`src/rtl/cdb_arbiter.sv`:
```
// Common-data-bus arbiter: round-robin grant among functional units, one registered
// tag/data broadcast per cycle, with stall/flush handling and a sticky invalid-tag flag.
module cdb_arbiter #(
  parameter int NUM_REQ = 4,
  parameter int IDX_W   = 2,
  parameter int TAG_W   = 6,
  parameter int DATA_W  = 32,
  parameter logic [TAG_W-1:0] INVALID = 6'b010000
) (
  input  logic                      clk,
  input  logic                      rst_n,
  input  logic                      flush,
  input  logic                      cdb_stall,
  input  logic [NUM_REQ-1:0]        req_valid,
  input  logic [NUM_REQ*TAG_W-1:0]  req_tag,
  input  logic [NUM_REQ*DATA_W-1:0] req_data,
  output logic [NUM_REQ-1:0]        req_ready,
  output logic                      cdb_valid,
  output logic [TAG_W-1:0]          cdb_tag,
  output logic [DATA_W-1:0]         cdb_data,
  output logic [IDX_W-1:0]          cdb_src,
  output logic                      bad_tag,
  output logic [15:0]               bcast_count
);

  logic [IDX_W-1:0]   rr_ptr;
  logic [NUM_REQ-1:0] elig_p0;
  logic               bad_any_p0;
  logic               gnt_vld_p0;
  logic [IDX_W-1:0]   gnt_idx_p0;
  logic [TAG_W-1:0]   gnt_tag_p0;
  logic [DATA_W-1:0]  gnt_data_p0;
  logic [IDX_W-1:0]   nxt_ptr_p0;

  // Stage p0: eligibility, round-robin scan starting at rr_ptr, one-hot grant
  always_comb begin
    bad_any_p0 = 1'b0;
    for (int i = 0; i < NUM_REQ; i++) begin
      elig_p0[i] = req_valid[i] && (req_tag[i*TAG_W +: TAG_W] < INVALID);
      bad_any_p0 = bad_any_p0 | (req_valid[i] & ~elig_p0[i]);
    end
  end

  always_comb begin
    int idx;
    gnt_vld_p0  = 1'b0;
    gnt_idx_p0  = '0;
    gnt_tag_p0  = INVALID;
    gnt_data_p0 = '0;
    for (int k = 0; k < NUM_REQ; k++) begin
      idx = int'(rr_ptr) + k;
      if (idx >= NUM_REQ) idx = idx - NUM_REQ;
      if (!gnt_vld_p0 && elig_p0[idx]) begin
        gnt_vld_p0  = 1'b1;
        gnt_idx_p0  = IDX_W'(idx);
        gnt_tag_p0  = req_tag[idx*TAG_W +: TAG_W];
        gnt_data_p0 = req_data[idx*DATA_W +: DATA_W];
      end
    end
    // Back-pressure, flush and reset all suppress the grant so nothing transfers
    if (flush || cdb_stall || !rst_n) gnt_vld_p0 = 1'b0;
    req_ready = '0;
    if (gnt_vld_p0) req_ready[gnt_idx_p0] = 1'b1;
    nxt_ptr_p0 = (gnt_idx_p0 == IDX_W'(NUM_REQ-1)) ? '0 : gnt_idx_p0 + 1'b1;
  end

  // Stage p1: registered broadcast, pointer advance and counters
  always_ff @(posedge clk or negedge rst_n) begin
    if (!rst_n) begin
      cdb_valid   <= 1'b0;
      cdb_tag     <= INVALID;
      cdb_data    <= '0;
      cdb_src     <= '0;
      rr_ptr      <= '0;
      bad_tag     <= 1'b0;
      bcast_count <= '0;
    end else begin
      if (bad_any_p0) bad_tag <= 1'b1;
      if (gnt_vld_p0) begin
        cdb_valid   <= 1'b1;
        cdb_tag     <= gnt_tag_p0;
        cdb_data    <= gnt_data_p0;
        cdb_src     <= gnt_idx_p0;
        rr_ptr      <= nxt_ptr_p0;
        bcast_count <= bcast_count + 16'd1;
      end else begin
        cdb_valid <= 1'b0;
        cdb_tag   <= INVALID;
        if (flush) rr_ptr <= '0;
      end
    end
  end

endmodule
```
`config.mk`:
```
export PLATFORM = sky130hd
export DESIGN_NAME = cdb_arbiter
export DESIGN_NICKNAME = d
export VERILOG_FILES = /design/src/rtl/cdb_arbiter.sv
export SDC_FILE = /design/constraint.sdc
export NUM_CORES = 1
export LEC_CHECK = 0
export ABC_AREA = 1
export ABC_CLOCK_PERIOD_IN_PS = 7500
export CORE_MARGIN = 3
export CORE_UTILIZATION = 56
export CTS_BUF_LIST = sky130_fd_sc_hd__clkbuf_4 sky130_fd_sc_hd__clkbuf_8
export DETAILED_ROUTE_END_ITERATION = 10
export GPL_TIMING_DRIVEN = 0
export HOLD_SLACK_MARGIN = 0.05
export MAX_ROUTING_LAYER = met4
export PLACE_DENSITY = 0.93
export REMOVE_ABC_BUFFERS = 1
export SYNTH_ARGS = -nofsm -noshare
export SYNTH_HDL_FRONTEND = slang
export SYNTH_SLANG_ARGS = --single-unit
```
`constraint.sdc`:
```
create_clock -name clk -period 7.5 [get_ports clk]
set_clock_uncertainty 0.05 [all_clocks]
set_input_delay 1.5 -clock clk [delete_from_list [all_inputs] [get_ports clk]]
set_output_delay 1.5 -clock clk [all_outputs]
set_load 0.03 [all_outputs]
```
==> impl_metrics.tcl, run 1 <==
set metrics [dict create \
    yosysTopAreaCell "nand2_1" \
    layout-drive-gt1-share_pct 2.98 \
    postCtsHoldBufs 0 \
    worstHoldPathType "flop to flop" \
    fin_crit_sh_pct 95.5 \
    dieHeight_um 131 \
    power.density_nw_per_um2 399 \
    setup_viol 0 \
    path_clk_slew_ns 0.08 \
    utilization_pct 72.6 \
    cts_resized 0 \
    boundaryPins 222 \
    core-area_um2 15300 \
    critical_path_peak_fanout 90 \
    timing.fmax_mhz 140 \
    drc 0 \
    synth_edf_count 0 \
    post_dp_cell_area_um2 10800 \
    crit_cells 16 \
    crit_required_ns 5.95 \
    vias 11500 \
    grt_pass1_wl_um 51300 \
    critPathMaxStageDelay_ns 0.74 \
    crit_family "buffers and inverters" \
    dp_hpwl_um 22100 \
    wl_met3_um 3290 \
    syn_area_per_cell_um2 5.42 \
    min_from "cdb_data[16]$_DFFE_PN0P_" \
    synthToLayoutAreaGrowth_pct 26.4 \
    path_cells "inv_6 > ha_2 > inv_4 > buf_16 > nand3_1 > nand2_2 > nand2_4 > nor2_8 > nand2_4 > inv_4 > nand2_1 > nand2_1 > ha_1 > inv_1 > nor2_1 > clkdlybuf4s50_1" \
    rr_worst_depth 10 \
    dr.first_iter.drc_count 1427 \
    worst_pin_slew_ns 1.31 \
    holdPathEnd "cdb_data[16]$_DFFE_PN0P_" \
    finalInstanceArea_um2 11100 \
    num_rows 45 \
    ys_ff_latch 60 \
    place_inst 1942 \
    post_cts_buffers 0 \
    gp_congestion 0.967 \
    reg2reg_to "cdb_tag[0]$_DFF_PN0_" \
    hold_ws_ns 0.433 \
    clock_sinks 60 \
    relSlewSlack_pct 12.2 \
    ys_types 42 \
    r2r-start "rr_ptr[0]$_DFFE_PN0P_" \
    worstHoldPathCells 2 \
    numCtsBuffers 9 \
    layout_min_cycle_time_ns 7.16 \
    root_buffer "clkbuf_8" \
    maxUsedRoutingLayer "met4" \
    die_x_um 131 \
    postRouteAntennaNets 0 \
    yosysSeqAreaShare_pct 17.1 \
    drv_slew 0 \
    wl_per_cell_um 16.4 \
    vdd_ir_drop_max_uv 300 \
    rsz0062_at_grt "false" \
    grt_max_degree 95 \
    async_flop_share_pct 100 \
    criticalPathCategory "flop to output port" \
    status "finished, final reports clean" \
    drt_first_pass_iters 8 \
    insertion_delay_ns 0.38 \
    h-tree-depth 3 \
    worstPathArrival_ns 5.61 \
    die_area_um2 17200 \
    finalNonFillerCells 1961 \
    cts_buffer_depth 2 \
    met1Wirelength_um 12600 \
    r2r_slack_ns 2.16 \
    synth.area.top_cells "nand2_1 (26%), dfrtp_1 (17%), o21ai_0 (14%)" \
    hold_violations 0 \
    wl_met2_um 14700 \
    first_global_vias 10500 \
    max_cap_violations 0 \
    syn_area_um2 8770 \
    leakagePower_nw 5.10 \
    end_kind "output port" \
    p_total_mw 4.42 \
    netlist.area_leader.share_pct 25.5 \
    overflow 0 \
    synth_cells 1617 \
    slowest_stage "dfrtp_4" \
    io_buffers 221 \
    start_util_pct 57.5 \
    wl_um 32100 \
    fillers 1323 \
    ys_warn_count 0 \
    critPathLaunchType "flop" \
    track_usage_pct 36.8 \
    fin_nets 1915 \
    critPathBufInv 6 \
    cts_tree "built" \
    antenna_found_initial 3 \
    synthFlopType "dfrtp_1" \
    via_per_inst 5.86 \
]
-- flip-flops by register name, indices dropped and copies added (netlist names) --
signal       count
rr_ptr           2
cdb_src          2
bad_tag          1
bcast_count     16
cdb_valid        1
cdb_data        32
cdb_tag          6
-- metrics by stage --
step | setup TNS, ns | setup slack, ns
after floorplan | -142.50 | -3.39
after global placement | -421.47 | -7.58
after detailed placement | 0 | 0.528
after CTS | 0 | 0.253
after global routing | 0 | 0.0444
final | 0 | 0.341
-- cell type report --
| cell class | instances | area [um^2] | share of cell area (%) |
|---|---|---|---|
| antenna | 3 | 7.51 | 0.0677 |
| clock buffer | 10 | 131 | 1.19 |
| clock inverter | 6 | 113 | 1.02 |
| inverter | 137 | 529 | 4.78 |
| multi-input combinational | 1306 | 6150 | 55.5 |
| sequential | 60 | 1510 | 13.6 |
| tap | 211 | 264 | 2.38 |
| timing repair buffer | 228 | 2380 | 21.5 |
-- report_power, final --
part / internal [mW] / switching, mW / total [mW]
Clock: 0.225 / 0.155 / 0.380
Combinational: 1.17 / 2.29 / 3.46
Sequential: 0.441 / 0.144 / 0.584
Total: 1.83 / 2.59 / 4.42
-- worst max path at each step --
| stage | from | to |
|---|---|---|
| CTS | rr_ptr[0]$_DFFE_PN0P_ | req_ready[0] |
| global route | rr_ptr[0]$_DFFE_PN0P_ | req_ready[0] |
| finish | rr_ptr[0]$_DFFE_PN0P_ | req_ready[1] |
| detailed placement | req_tag[11] | req_ready[0] |
| global placement | rr_ptr[0]$_DFFE_PN0P_ | req_ready[2] |
| floorplan | rr_ptr[0]$_DFFE_PN0P_ | req_ready[0] |
-- synth_stat cells, drive strengths merged, types with 3 or more instances --
| cell | count |
|---|---|
| nor3 | 9 |
| a21oi | 46 |
| o211ai | 3 |
| nand4 | 42 |
| dfrtp | 59 |
| nor2 | 109 |
| nand3b | 3 |
| a31oi | 17 |
| o21ai | 268 |
| buf | 73 |
| inv | 137 |
| clkbuf | 41 |
| o21a | 5 |
| ha | 13 |
| xnor2 | 6 |
| xor2 | 5 |
| nand2 | 604 |
| o22ai | 15 |
| mux2i | 25 |
| nand3 | 126 |
-- tightest hold or removal path, cell delays in order (launching register included) --
cell and delay [ns]:
dfrtp_1 0.34, nand2_1 0.05, nand2_1 0.06
-- cell families after synthesis --
kind of cell / Yosys count / share of synthesized area, %
AOI/OAI and AO/OA: 358 / 21.3
DFF: 60 / 17.1
xor gates and xnor gates: 11 / 1.10
buffers and inverters: 251 / 12.8
muxes: 25 / 2.85
adders and majority gates: 13 / 1.86
and+or+nand+nor: 898 / 42.9
other: 1 / 0.0428
-- layer usage --
| metal | vias up | track usage (%) |
|---|---|---|
| met2 | 686 | 58.6 |
| met5 | - | - |
| met3 | 125 | 6.13 |
| met1 | 5131 | 45.4 |
| met4 | 0 | 18.0 |
| li1 | 5559 | - |
-- layout by cell type (no fill, tap or decap), drive strengths merged, types with 2 or more instances in the layout --
| master | n |
|---|---|
| o22ai | 15 |
| clkbuf | 10 |
| clkdlybuf4s50 | 220 |
| nand2 | 604 |
| ha | 13 |
| nand3b | 3 |
| mux2i | 25 |
| o21a | 5 |
| o21ai | 268 |
| buf | 8 |
| dfrtp | 59 |
| clkinv | 3 |
| o211ai | 3 |
| nor3 | 9 |
| nand4 | 42 |
| nand3 | 126 |
| diode | 3 |
| nor4 | 2 |
| xor2 | 5 |
| nor2 | 109 |
| bufinv | 3 |
| a31oi | 17 |
| xnor2 | 6 |
| inv | 137 |
| a21oi | 46 |
Power figures use the tool's default switching activity.
==> run 2: changes to the inputs <==
CTS_CLUSTER_SIZE = 30   (was default)
==> results of run 2 <==
Final layout, timing and power as in run 1 (identical DEF).
==> run 3: changes to the inputs <==
ABC_AREA = default   (was 1)
CORE_UTILIZATION = 57   (was 56)
==> run 3 against run 2 <==
Against the previous run: routed wire length rose by 9.7%; via count fell by 11%; global-route usage rose by 0.39 points; sequential share of layout area fell by 1.1 points; combinational power fell by 60%; clock-buffer cell count rose by 2.
==> impl_metrics.tcl, run 3 <==
set metrics [dict create \
    status "finished, final reports clean" \
    timing.fmax_mhz 137 \
    fin_nets 1288 \
    mostFrequentLayoutCell "clkdlybuf4s50_1" \
    drt_first_pass_iters 5 \
    ys_warn_count 0 \
    multi_input_comb_area_um2 7470 \
    synthToLayoutAreaGrowth_pct 26.8 \
    hold_ws_ns 0.432 \
    leakagePower_nw 4.08 \
    insertion_delay_ns 0.37 \
    layout-drive-gt1-share_pct 18.5 \
    synth_edf_count 0 \
    die_x_um 135 \
    mostFrequentLayoutCells "clkdlybuf4s50_1 (220), a21oi_1 (155), mux4_2 (136)" \
    path_clk_slew_ns 0.08 \
    dr.first_iter.drc_count 1934 \
    yosysSeqAreaShare_pct 15.8 \
    syn_area_per_cell_um2 9.65 \
    max_cap_violations 0 \
    cp_common_cell "clkdlybuf4s50_1" \
    ys_ff_latch 60 \
    layout_min_cycle_time_ns 7.30 \
    synthFlopType "dfrtp_1" \
    wl_per_cell_um 26.3 \
    yosysTopAreaCell "mux4_2" \
    grt_max_degree 77 \
    relSlewSlack_pct 27.9 \
    async_flop_share_pct 100 \
    io_buffers 221 \
    fillers 1050 \
    critPathLaunchType "input pin" \
    postRouteAntennaNets 0 \
    worst_pin_slew_ns 1.08 \
    top_regs "cdb_data: 32 flops, bcast_count: 16 flops, cdb_tag: 6 flops" \
    fin_crit_sh_pct 97.4 \
    dp_hpwl_um 21800 \
    h-tree-depth 3 \
    dieHeight_um 135 \
    ys_types 73 \
    vdd_ir_drop_max_uv 114 \
    setup_viol 0 \
    via_per_inst 7.69 \
    worstHoldPathType "flop to flop" \
    criticalPathCategory "input pin to output port" \
    core-area_um2 16100 \
    die_area_um2 18200 \
    worstPathArrival_ns 5.75 \
    slowest_stage "mux4_4" \
    critPathMaxStageDelay_ns 0.93 \
    track_usage_pct 37.2 \
    largest-register "cdb_data" \
    boundaryPins 222 \
    hold_violations 0 \
    synth_most_common_cell "a21oi_1" \
    clock_sinks 60 \
    synth_cells 983 \
    overflow 0 \
    p_total_mw 2.27 \
    drc 0 \
    netlist.area_leader.share_pct 32.5 \
    cts_buffer_depth 2 \
    vias 10300 \
    cts_tree "built" \
    wl_um 35200 \
    num_rows 46 \
    path_cells "clkdlybuf4s50_1 > or3b_4 > mux4_4 > nand4_2 > a31oi_1 > inv_1 > ha_1 > and2_1 > clkdlybuf4s50_1" \
    rsz0062_at_grt "false" \
    end_kind "output port" \
    synth.area.top_cells "mux4_2 (33%), dfrtp_1 (16%), mux2i_1 (9.4%)" \
    antenna_found_initial 2 \
    ys_top_cells_by_count "a21oi_1 (156), mux4_2 (137), mux2i_1 (89)" \
    postCtsHoldBufs 0 \
    start_util_pct 59.1 \
    crit_required_ns 5.95 \
    numCtsBuffers 9 \
    power.density_nw_per_um2 189 \
    root_buffer "clkbuf_8" \
    ff_latch_area_um2 1510 \
    drv_slew 0 \
    first_global_vias 9946 \
    syn_area_um2 9480 \
    finalSetupTns_ns 0 \
    critical_path_peak_fanout 76 \
    largest_reg_flops 32 \
    gp_congestion 1.01 \
    grt_pass1_wl_um 52400 \
]
[run 3: cells by family after synthesis]
group / Yosys count / synth area share [%]
DFF: 60 / 15.8
adders and majority gates: 13 / 1.72
xor gates and xnor gates: 15 / 1.39
AOI/OAI and AO/OA: 304 / 20.0
muxes: 237 / 43.2
and+or+nand+nor: 225 / 11.5
other: 1 / 0.0395
buffers and inverters: 128 / 6.36
[run 3: final cells by class]
class / instances / area share [%]
Multi-Input combinational cell: 797 / 62.1
Timing Repair Buffer: 233 / 20.7
Sequential cell: 60 / 12.5
Tap cell: 216 / 2.25
Clock buffer: 12 / 1.27
Clock inverter: 4 / 0.604
Inverter: 14 / 0.479
Antenna cell: 2 / 0.0416
[run 3: metal layers]
| layer | part of all wire, % | track usage (%) |
|---|---|---|
| met3 | 14 | 7.86 |
| met1 | 35 | 47.7 |
| met4 | 4.1 | 16.3 |
| met2 | 47 | 57.5 |
| met5 | 0 | - |
[run 3: metrics by stage]
stage,std cells,util [%],area [um^2],setup WS [ns]
2_1_floorplan,869,-,8930,-11.02
3_3_place_gp,1306,71.1,11400,-17.17
3_5_place_dp,1315,72.7,11700,-0.226
4_1_cts,1333,74.4,11900,0.0490
5_1_grt,1338,74.9,12000,0.0162
6_report,1338,74.9,12000,0.198
[run 3: critical path: cells and delay by family]
family | cells | cell delay (ns)
mux | 1 | 0.93
compound gates | 1 | 0.53
fa+ha+maj | 1 | 0.21
simple gates | 3 | 0.94
buf+inv | 3 | 1.61
[run 3: final timing paths]
check,start,endpoint,slack [ns],cells after the start
max,req_tag[5],req_ready[1],0.20,9
min,bad_tag$_DFFE_PN0P_,bad_tag$_DFFE_PN0P_,0.43,1
max reg2reg,rr_ptr[0]$_DFFE_PN0P_,rr_ptr[0]$_DFFE_PN0P_,2.40,9
min reg2reg,bad_tag$_DFFE_PN0P_,bad_tag$_DFFE_PN0P_,0.43,1
max in group asynchronous,rst_n,rr_ptr[0]$_DFFE_PN0P_,5.52,1
min in group asynchronous,rst_n,cdb_data[21]$_DFFE_PN0P_,1.21,1
[run 3: report_power, final]
group / switching, mW / leakage (nW) / internal, mW
combinational: 0.754 / 3.23 / 0.649
sequential: 0.0872 / 0.734 / 0.417
clock: 0.158 / 0.113 / 0.204
total: 0.999 / 4.08 / 1.27
[run 3: what timing repair did]
action                                  in CTS  in global routing
cloned                                       0                  2
pin swaps                                    1                  1
endpoints found under the setup margin       4                  4
setup buffers                                2                  0
gates resized for setup                      2                  5
